<file path="src/rtl/vram_pkg.sv">
// Shared geometry, FSM state and output-beat types for the VRAM scan-out path.
package vram_pkg;

  localparam int unsigned COLS        = 128;
  localparam int unsigned ROWS        = 32;
  localparam int unsigned PAGES       = 4;
  localparam int unsigned ADR_W       = 12;
  localparam int unsigned X_LSB       = 5;
  localparam int unsigned Y_W         = 5;
  localparam int unsigned FETCH_CYC   = 10;
  localparam int unsigned FRAME_BYTES = 512;

  localparam int unsigned COL_W     = 7;
  localparam int unsigned PAGE_W    = 2;
  localparam int unsigned IDX_W     = COL_W + PAGE_W;
  localparam int unsigned ROW_LSB_W = Y_W - PAGE_W;
  localparam int unsigned PH_W      = 4;
  localparam int unsigned BYTE_W    = 8;

  typedef enum logic [1:0] {
    ST_IDLE,
    ST_FETCH,
    ST_HOLD,
    ST_DRAIN
  } scan_state_t;

  typedef struct packed {
    logic              first;
    logic              last;
    logic [BYTE_W-1:0] dat;
  } pix_beat_t;

endpackage

</file>
<file path="src/rtl/vram_scanout_if.sv">
// Byte stream from the scan-out block to the display serializer.
interface vram_scanout_if;

  logic [7:0] m_dat_o;
  logic       m_valid_o;
  logic       m_ready_i;
  logic       m_first_o;
  logic       m_last_o;

  modport master (
    output m_dat_o,
    output m_valid_o,
    output m_first_o,
    output m_last_o,
    input  m_ready_i
  );

  modport slave (
    input  m_dat_o,
    input  m_valid_o,
    input  m_first_o,
    input  m_last_o,
    output m_ready_i
  );

endinterface

</file>
<file path="src/rtl/vram_byte_fetch.sv">
// Fetches one page-format byte (8 vertical pixels of one column) from the
// VRAM pixel port in ten cycles, F0..F9.
module vram_byte_fetch
  import vram_pkg::*;
#(
  parameter bit INVERT = 1'b0
) (
  input  logic                wb_clk_i,
  input  logic                wb_rst_ni,
  input  logic                go_i,
  input  logic [COL_W-1:0]    col_i,
  input  logic [PAGE_W-1:0]   page_i,
  output logic [BYTE_W-1:0]   byte_c,
  output logic                byte_valid_c,
  output logic [ADR_W-1:0]    gb_adr_o,
  input  logic                gb_pix_i
);

  logic              active_q;
  logic [PH_W-1:0]   phase_q;
  logic [BYTE_W-1:0] sh_q;
  logic              pix_c;
  logic              capture_c;
  logic              step_row_c;

  assign pix_c        = gb_pix_i ^ INVERT;
  assign byte_valid_c = active_q && (phase_q == PH_W'(FETCH_CYC - 1));
  // Pixel pipeline is two deep: the bit for row k arrives at F(k+2).
  assign capture_c    = active_q && (phase_q >= PH_W'(2));
  assign step_row_c   = active_q && (phase_q >= PH_W'(1)) && (phase_q <= PH_W'(7));
  // In F9 the final bit is still on gb_pix_i; forward it so the byte can
  // leave on the same edge it completes.
  assign byte_c       = byte_valid_c ? {pix_c, sh_q[BYTE_W-1:1]} : sh_q;

  always_ff @(posedge wb_clk_i or negedge wb_rst_ni) begin
    if (!wb_rst_ni) begin
      active_q <= 1'b0;
      phase_q  <= '0;
      sh_q     <= '0;
      gb_adr_o <= '0;
    end else begin
      if (go_i) begin
        active_q                     <= 1'b1;
        phase_q                      <= '0;
        gb_adr_o[ADR_W-1:X_LSB]      <= col_i;
        gb_adr_o[X_LSB-1:ROW_LSB_W]  <= page_i;
        gb_adr_o[ROW_LSB_W-1:0]      <= '0;
      end else if (active_q) begin
        if (byte_valid_c) begin
          active_q <= 1'b0;
        end else begin
          phase_q <= phase_q + PH_W'(1);
        end
        if (step_row_c) begin
          gb_adr_o[ROW_LSB_W-1:0] <= phase_q[ROW_LSB_W-1:0];
        end
      end
      if (capture_c) begin
        sh_q <= {pix_c, sh_q[BYTE_W-1:1]};
      end
    end
  end

endmodule

</file>
<file path="src/rtl/vram_scanout.sv">
// Scans the 128x32 1bpp framebuffer into 512 page-format bytes and streams
// them over a valid/ready byte port.
module vram_scanout
  import vram_pkg::*;
#(
  parameter bit INVERT     = 1'b0,
  parameter bit CONTINUOUS = 1'b0
) (
  input  logic              wb_clk_i,
  input  logic              wb_rst_ni,
  input  logic              start_i,
  output logic              busy_o,
  output logic              done_o,
  output logic [ADR_W-1:0]  gb_adr_o,
  input  logic              gb_pix_i,
  vram_scanout_if.master    m_if
);

  scan_state_t       state_q, state_n;
  logic [COL_W-1:0]  col_q;
  logic [PAGE_W-1:0] page_q;
  logic              cur_first_q, cur_last_q;
  pix_beat_t         out_q;
  logic              out_valid_q;
  logic              busy_q, done_q;

  logic              go_c, load_c, done_n, busy_n;
  logic              slot_free_c, xfer_c;
  logic [BYTE_W-1:0] byte_c;
  logic              byte_valid_c;

  vram_byte_fetch #(
    .INVERT(INVERT)
  ) u_fetch (
    .wb_clk_i    (wb_clk_i),
    .wb_rst_ni   (wb_rst_ni),
    .go_i        (go_c),
    .col_i       (col_q),
    .page_i      (page_q),
    .byte_c      (byte_c),
    .byte_valid_c(byte_valid_c),
    .gb_adr_o    (gb_adr_o),
    .gb_pix_i    (gb_pix_i)
  );

  assign xfer_c      = out_valid_q && m_if.m_ready_i;
  assign slot_free_c = !out_valid_q || m_if.m_ready_i;

  // Next state, fetch launch and output-slot load.
  always_comb begin
    state_n = state_q;
    go_c    = 1'b0;
    load_c  = 1'b0;
    done_n  = 1'b0;
    unique case (state_q)
      ST_IDLE: begin
        if (start_i) begin
          go_c    = 1'b1;
          state_n = ST_FETCH;
        end
      end
      ST_FETCH: begin
        if (byte_valid_c) begin
          if (slot_free_c) begin
            load_c = 1'b1;
            if (cur_last_q) state_n = ST_DRAIN;
            else            go_c    = 1'b1;
          end else begin
            state_n = ST_HOLD;
          end
        end
      end
      ST_HOLD: begin
        if (slot_free_c) begin
          load_c = 1'b1;
          if (cur_last_q) begin
            state_n = ST_DRAIN;
          end else begin
            go_c    = 1'b1;
            state_n = ST_FETCH;
          end
        end
      end
      ST_DRAIN: begin
        if (xfer_c) begin
          done_n = 1'b1;
          if (CONTINUOUS) begin
            go_c    = 1'b1;
            state_n = ST_FETCH;
          end else begin
            state_n = ST_IDLE;
          end
        end
      end
      default: state_n = ST_IDLE;
    endcase
    busy_n = (state_n != ST_IDLE) && !done_n;
  end

  always_ff @(posedge wb_clk_i or negedge wb_rst_ni) begin
    if (!wb_rst_ni) begin
      state_q <= ST_IDLE;
      busy_q  <= 1'b0;
      done_q  <= 1'b0;
    end else begin
      state_q <= state_n;
      busy_q  <= busy_n;
      done_q  <= done_n;
    end
  end

  // Scan counters point at the next byte to fetch; flags follow the fetch.
  always_ff @(posedge wb_clk_i or negedge wb_rst_ni) begin
    if (!wb_rst_ni) begin
      col_q       <= '0;
      page_q      <= '0;
      cur_first_q <= 1'b0;
      cur_last_q  <= 1'b0;
    end else if (go_c) begin
      col_q       <= col_q + COL_W'(1);
      if (col_q == COL_W'(COLS - 1)) begin
        page_q <= page_q + PAGE_W'(1);
      end
      cur_first_q <= ({page_q, col_q} == IDX_W'(0));
      cur_last_q  <= ({page_q, col_q} == IDX_W'(FRAME_BYTES - 1));
    end
  end

  // Output slot: payload only changes on load, flags clear when it empties.
  always_ff @(posedge wb_clk_i or negedge wb_rst_ni) begin
    if (!wb_rst_ni) begin
      out_q       <= '0;
      out_valid_q <= 1'b0;
    end else if (load_c) begin
      out_q.first <= cur_first_q;
      out_q.last  <= cur_last_q;
      out_q.dat   <= byte_c;
      out_valid_q <= 1'b1;
    end else if (xfer_c) begin
      out_q.first <= 1'b0;
      out_q.last  <= 1'b0;
      out_valid_q <= 1'b0;
    end
  end

  assign busy_o         = busy_q;
  assign done_o         = done_q;
  assign m_if.m_dat_o   = out_q.dat;
  assign m_if.m_first_o = out_q.first;
  assign m_if.m_last_o  = out_q.last;
  assign m_if.m_valid_o = out_valid_q;

endmodule

</file>
<file path="src/flat_wrapper.sv">
// flat-port wrapper written by rule: the top's interface ports become plain ports
module vram_scanout_flat import vram_pkg::*;
#(
  parameter bit INVERT     = 1'b0,
  parameter bit CONTINUOUS = 1'b0
)
  (wb_clk_i, wb_rst_ni, start_i, busy_o, done_o, gb_adr_o, gb_pix_i, m_if_m_dat_o, m_if_m_valid_o, m_if_m_first_o, m_if_m_last_o, m_if_m_ready_i);
  vram_scanout_if m_if_i ();
  input  logic wb_clk_i;
  input  logic wb_rst_ni;
  input  logic start_i;
  output logic busy_o;
  output logic done_o;
  output logic [ADR_W-1:0] gb_adr_o;
  input  logic gb_pix_i;
  output wire logic [$bits(m_if_i.m_dat_o)-1:0] m_if_m_dat_o;
  output wire logic [$bits(m_if_i.m_valid_o)-1:0] m_if_m_valid_o;
  output wire logic [$bits(m_if_i.m_first_o)-1:0] m_if_m_first_o;
  output wire logic [$bits(m_if_i.m_last_o)-1:0] m_if_m_last_o;
  input wire logic [$bits(m_if_i.m_ready_i)-1:0] m_if_m_ready_i;
  assign m_if_m_dat_o = m_if_i.m_dat_o;
  assign m_if_m_valid_o = m_if_i.m_valid_o;
  assign m_if_m_first_o = m_if_i.m_first_o;
  assign m_if_m_last_o = m_if_i.m_last_o;
  assign m_if_i.m_ready_i = m_if_m_ready_i;
  vram_scanout #(.INVERT(INVERT), .CONTINUOUS(CONTINUOUS)) u_core (.wb_clk_i(wb_clk_i), .wb_rst_ni(wb_rst_ni), .start_i(start_i), .busy_o(busy_o), .done_o(done_o), .gb_adr_o(gb_adr_o), .gb_pix_i(gb_pix_i), .m_if(m_if_i));
endmodule
</file>
<file path="config.mk">
export PLATFORM = sky130hd
export DESIGN_NAME = vram_scanout_flat
export DESIGN_NICKNAME = d
export VERILOG_FILES = /design/src/rtl/vram_pkg.sv /design/src/rtl/vram_scanout_if.sv /design/src/rtl/vram_byte_fetch.sv /design/src/rtl/vram_scanout.sv /design/src/flat_wrapper.sv
export SDC_FILE = /design/constraint.sdc
export NUM_CORES = 1
export LEC_CHECK = 0
export ABC_AREA = 1
export CAP_MARGIN = 20
export CORE_UTILIZATION = 45
export DETAILED_ROUTE_END_ITERATION = 12
export GPL_TIMING_DRIVEN = 0
export PLACE_DENSITY = 0.74
export REMOVE_ABC_BUFFERS = 1
export SLEW_MARGIN = 5
export SYNTH_ARGS = -nofsm -noshare
export SYNTH_HDL_FRONTEND = slang
export SYNTH_SLANG_ARGS = --single-unit
</file>
<file path="constraint.sdc">
create_clock -name wb_clk_i -period 2.1 [get_ports wb_clk_i]
set_clock_uncertainty 0.1 [all_clocks]
set_input_delay 0.525 -clock wb_clk_i [delete_from_list [all_inputs] [get_ports wb_clk_i]]
set_output_delay 0.525 -clock wb_clk_i [all_outputs]
set_load 0.005 [all_outputs]
</file>
==> flow_summary_export.csv, run 1 <==
group,metric,value,unit
run_status,outcome,"finished, final reports clean",
synthesis,synth_top_cell_area_share,49.4,%
sta,rsz0062_at_grt,"false",
synthesis,synth_xor_area_share,2.38,%
critical_path,start_kind,"register",
synthesis,synthAdderAreaFrac,5.33,%
final_layout,final_nets,343,
critical_path,r2r-start,"u_core.u_fetch.phase_q[1]",
routing,first_iter_violations,159,
clock_network,clk_pin_slew,0.10,ns
critical_path,crit_top_cell,"nand2_2",
die,floorplan.die.height,77.7,um
routing,viasPerCell,4.87,
routing,vias,1949,
synthesis,synthDistinctLibCells,26,
synthesis,synthTopCellsByArea,"dfrtp_1, nand2_1, ha_1",
final_layout,fillers,502,
clock_network,clockBufferDepth,2,
synthesis,synth-simple-area-share,22.9,%
placement,dpl-instance-area,2900,sq um
die,coreArea,5510,sq um
synthesis,netlist_instances,295,
grt,grt_pass1_vias,1849,
run,maxCapViolCount,0,
routing,routed_wl,4770,um
pwr,p_leak,1.49,nW
synthesis,synth_compound_area_share,12.1,%
critical_path,critPathKind,"register to register",
sta,hold_violations,0,
pwr,ir_drop,0.000636,V
critical_path,cpPeakStageDelay,0.43,ns
sta,fin_crit,1.92,ns
synthesis,synth_top_family_by_area,"simple AND/OR/NAND/NOR gates",
synthesis,yosysTopAreaCell,"dfrtp_1",
grt,grt_remaining_overflow,0,
sta,slew_violations,0,
critical_path,reg2reg_depth,11,
final_layout,fin_cells,400,
placement,port_buffers,29,
sta,slew-limit-headroom,52.3,%
sta,worstMarginPinSlew,0.713,ns
clock_network,cts_buffers,5,
sta,max_freq,520,MHz
sta,setup_viol,0,
placement,dp.cells,389,
synthesis,syn_area,2580,sq um
routing,ant_nets,0,
pwr,p_per_area,1250,nW/um^2
grt,grt_usage,17.2,%
critical_path,endpoint_kind,"register",
synthesis,synth_common_cells,"nand2_1, dfrtp_1, inv_1, o21ai_0",
critical_path,cp_max_fo,16,
clock_network,clk_latency,0.30,ns
critical_path,crit_chain,"inv_1, ha_1, nand2_2, nor2_2, nand3_2, nand2_2, nand3_2, nand2_4, nand2_4, nand2_2, o21ai_2",
clock_network,cts-root-buf,"clkbuf_8",
critical_path,critPathArrivalTime,2.02,ns
critical_path,cp.required,2.19,ns
critical_path,r2r-end,"u_core.u_fetch.gb_adr_o[8]",
final_layout,final_cell_area,3090,sq um
synthesis,ys_seq_area_share,49.4,%
routing,first_pass_iters,4,
synthesis,synth_most_common_cell,"nand2_1",
routing,drt-wirelength-per-cell,11.9,um
placement,place_congestion,0.835,
clock_network,cts_htree_levels,2,
synthesis,yosys-mux-area-fraction,0,%
synthesis,synth_edf_count,0,
grt,antenna_found_initial,0,
grt,grt_pass1_wl,8260,um
synthesis,synthArstFlopShare,100,%
synthesis,yosysWarnings,0,
clock_network,cts.sinks,51,
sta,timing.setup.tns,0,ns
pwr,p_total,3.86,mW
synthesis,synthesis.area_per_instance,8.75,sq um
synthesis,yosys_register_bits,51,
grt,grt_max_degree,39,
die,die-area,6040,sq um
critical_path,rrSetupSlack,0.18,ns
final_layout,drive_gt1_share,13.1,%
final_layout,area_growth,19.7,%
routing,drc,0,
synthesis,synth_ff_type,"dfrtp_1",
die,io_pins,30,
die,initial_core_util,46.9,%
die,row_count,27,
die,die_x,77.7,um
sta,min_period_over_period,91.6,%
hold_path,hold_class,"primary input to async pin",
critical_path,slowest_stage,"dfrtp_2",
clock_network,ctsHoldBuffers,0,
clock_network,cts_tree,"yes",
final_layout,diodes,0,
placement,post-dp-hpwl,3240,um
## sequential cells by signal, summed over array words and instances (netlist names)
name and flops:
u_core.u_fetch.gb_adr_o 12, u_core.m_if.m_dat_o 8, u_core.u_fetch.sh_q 8, u_core.col_q 7, u_core.u_fetch.phase_q 4, u_core.page_q 2, u_core.state_q 2, u_core.busy_o 1
u_core.cur_first_q 1, u_core.cur_last_q 1, u_core.done_o 1, u_core.m_if.m_first_o 1, u_core.m_if.m_last_o 1, u_core.m_if.m_valid_o 1, u_core.u_fetch.active_q 1
## stage by stage
stage / worst slack [ns] / hold WS [ns] / utilization (%)
floorplan: 0.248 / 0.129 / -
global placement: -1.07 / 0.357 / 52.5
detailed placement: -0.192 / 0.343 / 52.7
CTS: 0.0301 / 0.00524 / 55.5
global route: 0.0518 / 0.00675 / 56.1
finish: 0.176 / 0.000583 / 56.1
## final cells by class
class,count,area [sq um],share of cell area (%)
Clock buffer,5,68.8,2.23
Clock inverter,3,67.6,2.19
Inverter,34,135,4.37
Multi-Input combinational cell,203,1130,36.6
Sequential cell,51,1280,41.4
Tap cell,72,90.1,2.92
Timing Repair Buffer,32,320,10.4
## worst max-delay path by stage
| stage | from | to | cells past startpoint |
|---|---|---|---|
| finish | u_core.u_fetch.phase_q[1] | u_core.u_fetch.gb_adr_o[8] | 11 |
| global route | u_core.u_fetch.phase_q[0] | u_core.u_fetch.sh_q[0] | 4 |
| CTS | u_core.u_fetch.phase_q[1] | u_core.u_fetch.phase_q[1] | 11 |
| detailed placement | m_if_m_ready_i | u_core.m_if.m_dat_o[0] | 7 |
| global placement | wb_rst_ni | u_core.u_fetch.gb_adr_o[11] | 1 |
| floorplan | u_core.u_fetch.phase_q[1] | u_core.col_q[1] | 12 |
## per-layer routing
metal  vias to the layer above  GRT usage (%)  wire length (um)
met5                         -              0                 0
met4                         0           5.85                59
met3                         7           2.94               177
met2                        35           29.7              2290
met1                       914           21.6              2240
li1                        993              -                 -
## report_power, final
part | switching, mW | total (mW) | internal, mW
sequential | 0.230 | 1.51 | 1.28
clock | 0.329 | 0.805 | 0.475
combinational | 0.871 | 1.54 | 0.673
total | 1.43 | 3.86 | 2.43
## critical path: cells and delay by family (launching register included)
family | cells | cell delay (ns)
AOI/OAI and AO/OA | 1 | 0.05
DFF | 1 | 0.43
and+or+nand+nor | 8 | 0.95
buffers and inverters | 1 | 0.09
adders and majority gates | 1 | 0.20
## cell usage in the layout, fill, tap and decap left out, types with 4 or more instances in the layout
master	Yosys	final
a21oi_1	8	8
clkbuf_8	0	5
clkdlybuf4s50_1	0	28
dfrtp_1	51	50
ha_1	11	11
inv_1	33	33
nand2_1	89	87
nand2_2	6	8
nand3_1	14	14
nand4_1	4	4
nor2_1	14	13
o21ai_0	25	24
o21ai_2	13	13
xor2_1	6	6
## kinds of logic after synthesis
kind of cell	Yosys count
and+or+nand+nor	136
buffers and inverters	42
DFF	51
adders and majority gates	11
xor gates and xnor gates	7
AOI/OAI and AO/OA	48
## repair_timing
item,CTS,global route
setup buffers,0,2
setup endpoints to repair,23,37
gates resized for setup,3,5
cloned,0,1
No activity file was read; power rests on OpenSTA's default activity.
==> run 2, diff against run 1 <==
--- a/config.mk
+++ b/config.mk
@@ -8,6 +8,7 @@
 export ABC_AREA = 1
 export CAP_MARGIN = 20
 export CORE_UTILIZATION = 45
+export CTS_CLUSTER_DIAMETER = 60
 export DETAILED_ROUTE_END_ITERATION = 12
 export GPL_TIMING_DRIVEN = 0
 export PLACE_DENSITY = 0.74
==> constraint.sdc (replaced) <==
create_clock -name wb_clk_i -period 2.1 [get_ports wb_clk_i]
set_clock_uncertainty 0.1 [all_clocks]
set_input_delay 0.42 -clock wb_clk_i [delete_from_list [all_inputs] [get_ports wb_clk_i]]
set_output_delay 0.42 -clock wb_clk_i [all_outputs]
set_load 0.005 [all_outputs]
==> run 2 against run 1 <==
Net effect:
- sequential power about the same
- cell count increased by 0.25%
- largest power group unchanged
- highest routed layer unchanged
- final area increased by 0.32%
- count of clock-buffer cells in the layout unchanged
- sequential share of layout area decreased by 0.13 points
==> flow_summary_export.csv, run 2 (synthesized netlist as in run 1, its figures left out) <==
group,metric,value,unit
pwr,p_leak,1.49,nW
placement,post-dp-hpwl,3240,um
placement,dpl-instance-area,2900,sq um
grt,grt_pass1_vias,1849,
clock_network,clockBufferDepth,2,
sta,max_freq,522,MHz
clock_network,cts_htree_levels,2,
sta,worstMarginPinSlew,0.713,ns
routing,first_iter_violations,177,
final_layout,drive_gt1_share,13.1,%
critical_path,crit_top_cell,"nand2_2",
critical_path,cp.required,2.19,ns
die,floorplan.die.height,77.7,um
pwr,pwr-share-clk,20.9,%
die,io_pins,30,
routing,drc,0,
critical_path,cpPeakStageDelay,0.43,ns
clock_network,cts-root-buf,"clkbuf_8",
clock_network,cts.sinks,51,
run_status,outcome,"finished, final reports clean",
sta,setup_viol,0,
final_layout,largest_reg_flops,12,
sta,rsz0062_at_grt,"false",
final_layout,layout_commonest_cell,"nand2_1",
clock_network,cts_buffers,5,
critical_path,start_kind,"register",
hold_path,worstHoldStart,"u_core.page_q[0]",
grt,grt_remaining_overflow,0,
pwr,p_sw,1.43,mW
pwr,p_per_area,1240,nW/um^2
routing,first_pass_iters,4,
die,die_x,77.7,um
final_layout,area_growth,20.1,%
sta,min_period_over_period,91.3,%
critical_path,reg2reg_depth,11,
final_layout,fillers,501,
die,initial_core_util,46.9,%
critical_path,rrSetupSlack,0.18,ns
pwr,seqPwrFrac,39.1,%
sta,slew_violations,0,
critical_path,endpoint_kind,"register",
final_layout,diodes,0,
grt,grt_usage,17.2,%
hold_path,hold_class,"register to register",
placement,place_congestion,0.835,
hold_path,worstHoldEndpoint,"u_core.page_q[0]",
sta,fin_crit,1.92,ns
critical_path,critPathKind,"register to register",
routing,viasPerCell,4.86,
critical_path,slowest_stage,"dfrtp_2",
grt,antenna_found_initial,0,
run,maxCapViolCount,0,
sta,slew-limit-headroom,52.3,%
routing,routed_wl,4750,um
clock_network,clk_pin_slew,0.09,ns
pwr,swShare,37.1,%
pwr,ir_drop,0.000636,V
routing,vias,1948,
placement,port_buffers,29,
routing,ant_nets,0,
final_layout,final_cell_mix,"nand2_1, dfrtp_1, inv_1",
critical_path,r2r-start,"u_core.u_fetch.phase_q[1]",
hold_path,holdPathStages,2,
final_layout,final_nets,344,
grt,grt_pass1_wl,8260,um
pwr,combPwrFrac,40.0,%
critical_path,critPathArrivalTime,2.01,ns
clock_network,clk_latency,0.30,ns
final_layout,regMostFlops,"u_core.u_fetch.gb_adr_o",
critical_path,r2r-end,"u_core.u_fetch.gb_adr_o[8]",
critical_path,cp_max_fo,16,
sta,hold_violations,0,
clock_network,cts_tree,"yes",
sta,timing.setup.tns,0,ns
grt,grt_max_degree,39,
critical_path,crit_chain,"inv_1, ha_1, nand2_2, nor2_2, nand3_2, nand2_2, nand3_2, nand2_4, nand2_4, nand2_2, o21ai_2",
die,coreArea,5510,sq um
pwr,intPower,2.43,mW
routing,drt-wirelength-per-cell,11.8,um
die,row_count,27,
die,die-area,6040,sq um
final_layout,final_cell_area,3100,sq um
## run 2: timing repair
item / 4_1_cts / 5_1_grt
resized for setup: 3 / 5
buffers inserted: 0 / 2
cloned: 0 / 1
setup endpoints to repair: 23 / 37
hold buffers: 1 / 0
hold endpoints to repair: 13 / 0
## run 2: metal layers
| layer | GRT usage, % | wire length (um) | share of wire [%] |
|---|---|---|---|
| met3 | 2.94 | 171 | 3.6 |
| met2 | 29.7 | 2290 | 48 |
| met1 | 21.6 | 2230 | 47 |
| met4 | 5.85 | 59 | 1.2 |
| met5 | 0 | 0 | 0 |
## run 2: how the worst max path moves through the flow
stage	from	end	depth (start not counted)
after floorplan	u_core.u_fetch.phase_q[1]	u_core.col_q[1]	12
after global placement	wb_rst_ni	u_core.u_fetch.gb_adr_o[11]	1
after detailed placement	m_if_m_ready_i	u_core.m_if.m_dat_o[0]	7
after CTS	u_core.u_fetch.phase_q[1]	u_core.u_fetch.phase_q[1]	11
after global routing	u_core.u_fetch.phase_q[0]	u_core.u_fetch.sh_q[0]	4
final	u_core.u_fetch.phase_q[1]	u_core.u_fetch.gb_adr_o[8]	11
## run 2: stage by stage
| step | setup WS [ns] | power (mW) | std cells | utilization [%] | hold slack (ns) |
|---|---|---|---|---|---|
| 4_1_cts | 0.0301 | 3.85 | 398 | 55.6 | 0.386 |
| 3_3_place_gp | -0.967 | 2.94 | 388 | 52.5 | 0.357 |
| 6_report | 0.184 | 3.86 | 401 | 56.3 | 0.380 |
| 5_1_grt | 0.0518 | 4.20 | 401 | 56.3 | 0.404 |
| 3_5_place_dp | -0.0874 | 3.01 | 389 | 52.7 | 0.238 |
| 2_1_floorplan | 0.248 | 2.48 | 287 | - | 0.0244 |
## run 2: power groups by stage
stage	registers [mW]	logic [mW]	clock network (mW)
floorplan	1.50	0.977	0
global placement	1.52	1.41	0
detailed placement	1.53	1.47	0
CTS	1.52	1.51	0.824
global route	1.56	1.77	0.870
finish	1.51	1.54	0.805
## run 2: layout make-up
class,count,area (sq um),share of cell area [%]
flip-flops and latches,51,1280,41.2
multi-input cells,203,1130,36.5
repair buffers,33,330,10.7
inverters,34,135,4.36
well taps,72,90.1,2.91
clock buffers,5,68.8,2.22
clock inverters,3,67.6,2.18
## run 2: critical path: cells and delay by family (launching register included)
family                   cells  cell delay, ns
AND/OR/NAND/NOR              8            0.93
flip-flops                   1            0.43
adder cells (fa/ha/maj)      1            0.20
buffers and inverters        1            0.09
AO/OA/AOI/OAI                1            0.05
==> run 3, diff against run 2 <==
--- a/config.mk
+++ b/config.mk
@@ -5,13 +5,12 @@
 export SDC_FILE = /design/constraint.sdc
 export NUM_CORES = 1
 export LEC_CHECK = 0
-export ABC_AREA = 1
 export CAP_MARGIN = 20
 export CORE_UTILIZATION = 45
 export CTS_CLUSTER_DIAMETER = 60
 export DETAILED_ROUTE_END_ITERATION = 12
 export GPL_TIMING_DRIVEN = 0
-export PLACE_DENSITY = 0.74
+export PLACE_DENSITY = 0.71
 export REMOVE_ABC_BUFFERS = 1
 export SLEW_MARGIN = 5
 export SYNTH_ARGS = -nofsm -noshare
==> run 3 against run 2 <==
Net effect:
- clock power is 13% lower
- final area is 0.81% lower
- global-route usage is 0.33 points lower
- total power is 5.0% higher
- first-iteration DRC count is 51% lower
- flip-flop and latch count stayed put
- fmax is 7.9% lower
- non-clock buffer count is 9 higher
- via count is 14% lower
- register-to-register slack worse by 0.14 ns
- largest power group unchanged
==> flow_summary_export.csv, run 3 <==
group,metric,value,unit
die,die_x,75.5,um
synthesis,syn_area,2430,sq um
final_layout,largest_reg_flops,12,
clock_network,cts_buffers,5,
sta,fin_crit,2.08,ns
critical_path,critical-path-top-delay-family,"buffers and inverters",
routing,viasPerCell,5.24,
routing,vias,1667,
final_layout,fillers,455,
grt,grt_usage,16.9,%
critical_path,crit_chain,"clkdlybuf4s50_1, nand2b_4, a32oi_4, a21oi_4, clkbuf_16, mux2_2",
critical_path,reg2reg_depth,6,
pwr,seqPwrFrac,40.9,%
synthesis,synth_top_cell_area_share,52.6,%
final_layout,seq_area,1280,sq um
synthesis,synthDistinctLibCells,39,
placement,post-dp-hpwl,2860,um
die,row_count,26,
placement,place_congestion,0.817,
final_layout,drive_gt1_share,20.2,%
pwr,combPwrFrac,41.9,%
run,maxCapViolCount,0,
pwr,swShare,33.2,%
routing,drt-wirelength-per-cell,14.3,um
grt,use_met3,3.57,%
routing,ant_nets,0,
placement,dp.cells,297,
critical_path,start_kind,"primary input",
critical_path,slowest_stage,"clkdlybuf4s50_1",
sta,rsz0062_at_grt,"true",
final_layout,multi_input_comb_area,1120,sq um
critical_path,critPathKind,"primary input to register",
final_layout,layout_commonest_cell,"dfrtp_1",
sta,setup_viol,0,
clock_network,clockBufferDepth,2,
critical_path,endpoint_kind,"register",
routing,routed_wl,4560,um
critical_path,crit_buf_inv,2,
grt,grt_pass1_vias,1520,
run_status,outcome,"finished, final reports clean",
sta,max_freq,480,MHz
pwr,p_per_area,1320,nW/um^2
sta,timing.setup.tns,0,ns
clock_network,cts-root-buf,"clkbuf_8",
final_layout,diodes,0,
synthesis,yosysTopAreaCell,"dfrtp_1",
pwr,p_leak,1.36,nW
clock_network,clk_pin_slew,0.09,ns
synthesis,synthTopCellsByArea,"dfrtp_1, mux2_2, ha_1",
pwr,ir_drop,0.000708,V
pwr,p_sw,1.35,mW
clock_network,clk_latency,0.30,ns
critical_path,cp.required,2.19,ns
final_layout,regMostFlops,"u_core.u_fetch.gb_adr_o",
final_layout,area_growth,26.6,%
routing,first_pass_iters,4,
clock_network,cts.sinks,51,
synthesis,netlist_instances,206,
grt,grt_use_met1,23.6,%
synthesis,synth_ff_type,"dfrtp_1",
synthesis,ys_seq_area_share,52.6,%
final_layout,fin_cells,318,
die,initial_core_util,47.2,%
synthesis,yosys_register_bits,51,
synthesis,synth_edf_count,0,
critical_path,cp_max_fo,8,
sta,slew-limit-headroom,57.9,%
pwr,intPower,2.70,mW
sta,worstMarginPinSlew,0.629,ns
die,floorplan.die.height,75.5,um
final_layout,final_cell_mix,"dfrtp_1, clkdlybuf4s50_1, nand2_1",
critical_path,critPathArrivalTime,2.17,ns
die,io_pins,30,
hold_path,hold_class,"register to register",
grt,grt_max_degree,35,
synthesis,synthesis.area_per_instance,11.8,sq um
synthesis,yosysWarnings,0,
critical_path,cp.depth,6,
sta,hold_violations,0,
routing,first_iter_violations,87,
critical_path,cpPeakStageDelay,0.58,ns
grt,grt_remaining_overflow,0,
grt,grt_pass1_wl,7090,um
routing,drc,0,
sta,slew_violations,0,
grt,grt_use_met2,25.7,%
synthesis,synth_common_cells,"dfrtp_1, nand2_1, mux2_2, o21ai_0, ha_1",
final_layout,utilization,59.8,%
die,die-area,5690,sq um
synthesis,synthArstFlopShare,100,%
synthesis,synth_most_common_cell,"dfrtp_1",
hold_path,holdPathStages,2,
die,coreArea,5140,sq um
grt,top_usage_layer,"met2",
clock_network,cts_htree_levels,2,
final_layout,final_nets,263,
placement,port_buffers,29,
grt,antenna_found_initial,0,
pwr,pwr-share-clk,17.2,%
clock_network,cts_tree,"yes",
sta,min_period_over_period,99.1,%
==> run 3: per-stage QoR <==
step | hold WS, ns | cell area [sq um] | setup WS [ns] | power, mW
6_report | 0.387 | 3070 | 0.0185 | 4.05
2_1_floorplan | 0.0244 | 2360 | -0.232 | 2.61
3_3_place_gp | 0.366 | 2740 | -1.01 | 3.11
3_5_place_dp | 0.286 | 2760 | -0.763 | 3.16
4_1_cts | 0.392 | 2970 | 0.00808 | 3.96
5_1_grt | 0.411 | 3070 | -0.0163 | 4.34
==> run 3: cell families after synthesis <==
| family | Yosys count | synth area share [%] |
|---|---|---|
| adders and majority gates | 11 | 5.67 |
| buffers and inverters | 18 | 4.12 |
| AOI/OAI and AO/OA | 30 | 8.97 |
| and+or+nand+nor | 58 | 12.7 |
| DFF | 51 | 52.6 |
| xor gates and xnor gates | 11 | 3.97 |
| muxes | 27 | 12.0 |
==> run 3: repair_timing <==
| action | in CTS | in global routing |
|---|---|---|
| endpoints found under the setup margin | 39 | 34 |
| hold buffers | 1 | 0 |
| gates resized for setup | 8 | 5 |
| pin swaps | 1 | 3 |
| gates cloned | 1 | 1 |
| buffers inserted | 4 | 6 |
| endpoints found under the hold margin | 17 | 0 |
==> run 3: path summary, 6_finish.rpt <==
kind / start / endpoint / slack (ns)
worst max-delay path: m_if_m_ready_i / u_core.u_fetch.gb_adr_o[7] / 0.02
min in group asynchronous: wb_rst_ni / u_core.m_if.m_dat_o[0] / 0.49
worst min register to register: u_core.m_if.m_dat_o[3] / u_core.m_if.m_dat_o[3] / 0.39
worst max register to register: u_core.state_q[0] / u_core.u_fetch.gb_adr_o[7] / 0.04
worst min-delay path: u_core.m_if.m_dat_o[3] / u_core.m_if.m_dat_o[3] / 0.39
max in group asynchronous: wb_rst_ni / u_core.u_fetch.phase_q[1] / 0.88
==> run 3: power groups by stage <==
stage	sequential, mW	combinational (mW)	clock, mW
6_report	1.66	1.70	0.699
5_1_grt	1.71	1.88	0.745
4_1_cts	1.65	1.60	0.712
3_5_place_dp	1.68	1.48	0
3_3_place_gp	1.67	1.44	0
2_1_floorplan	1.62	0.991	0
==> run 3: per-layer routing <==
| layer | vias to the layer above | part of all wire (%) |
|---|---|---|
| li1 | 810 | - |
| met2 | 34 | 46 |
| met4 | 0 | 1.9 |
| met3 | 9 | 3.5 |
| met1 | 814 | 48 |
| met5 | - | 0 |
==> run 3: tightest hold or removal path, delay by kind of cell (launching register included) <==
kind | cells | cell delay [ns]
compound gates | 1 | 0.06
simple gates | 1 | 0.04
flops | 1 | 0.35
==> run 3: final cells by class <==
cell class	count	area share, %
multi-input combinational	138	36.3
tap	70	2.85
inverter	9	1.10
clock buffer	6	2.69
clock inverter	2	1.14
sequential	51	41.6
timing repair buffer	42	14.3
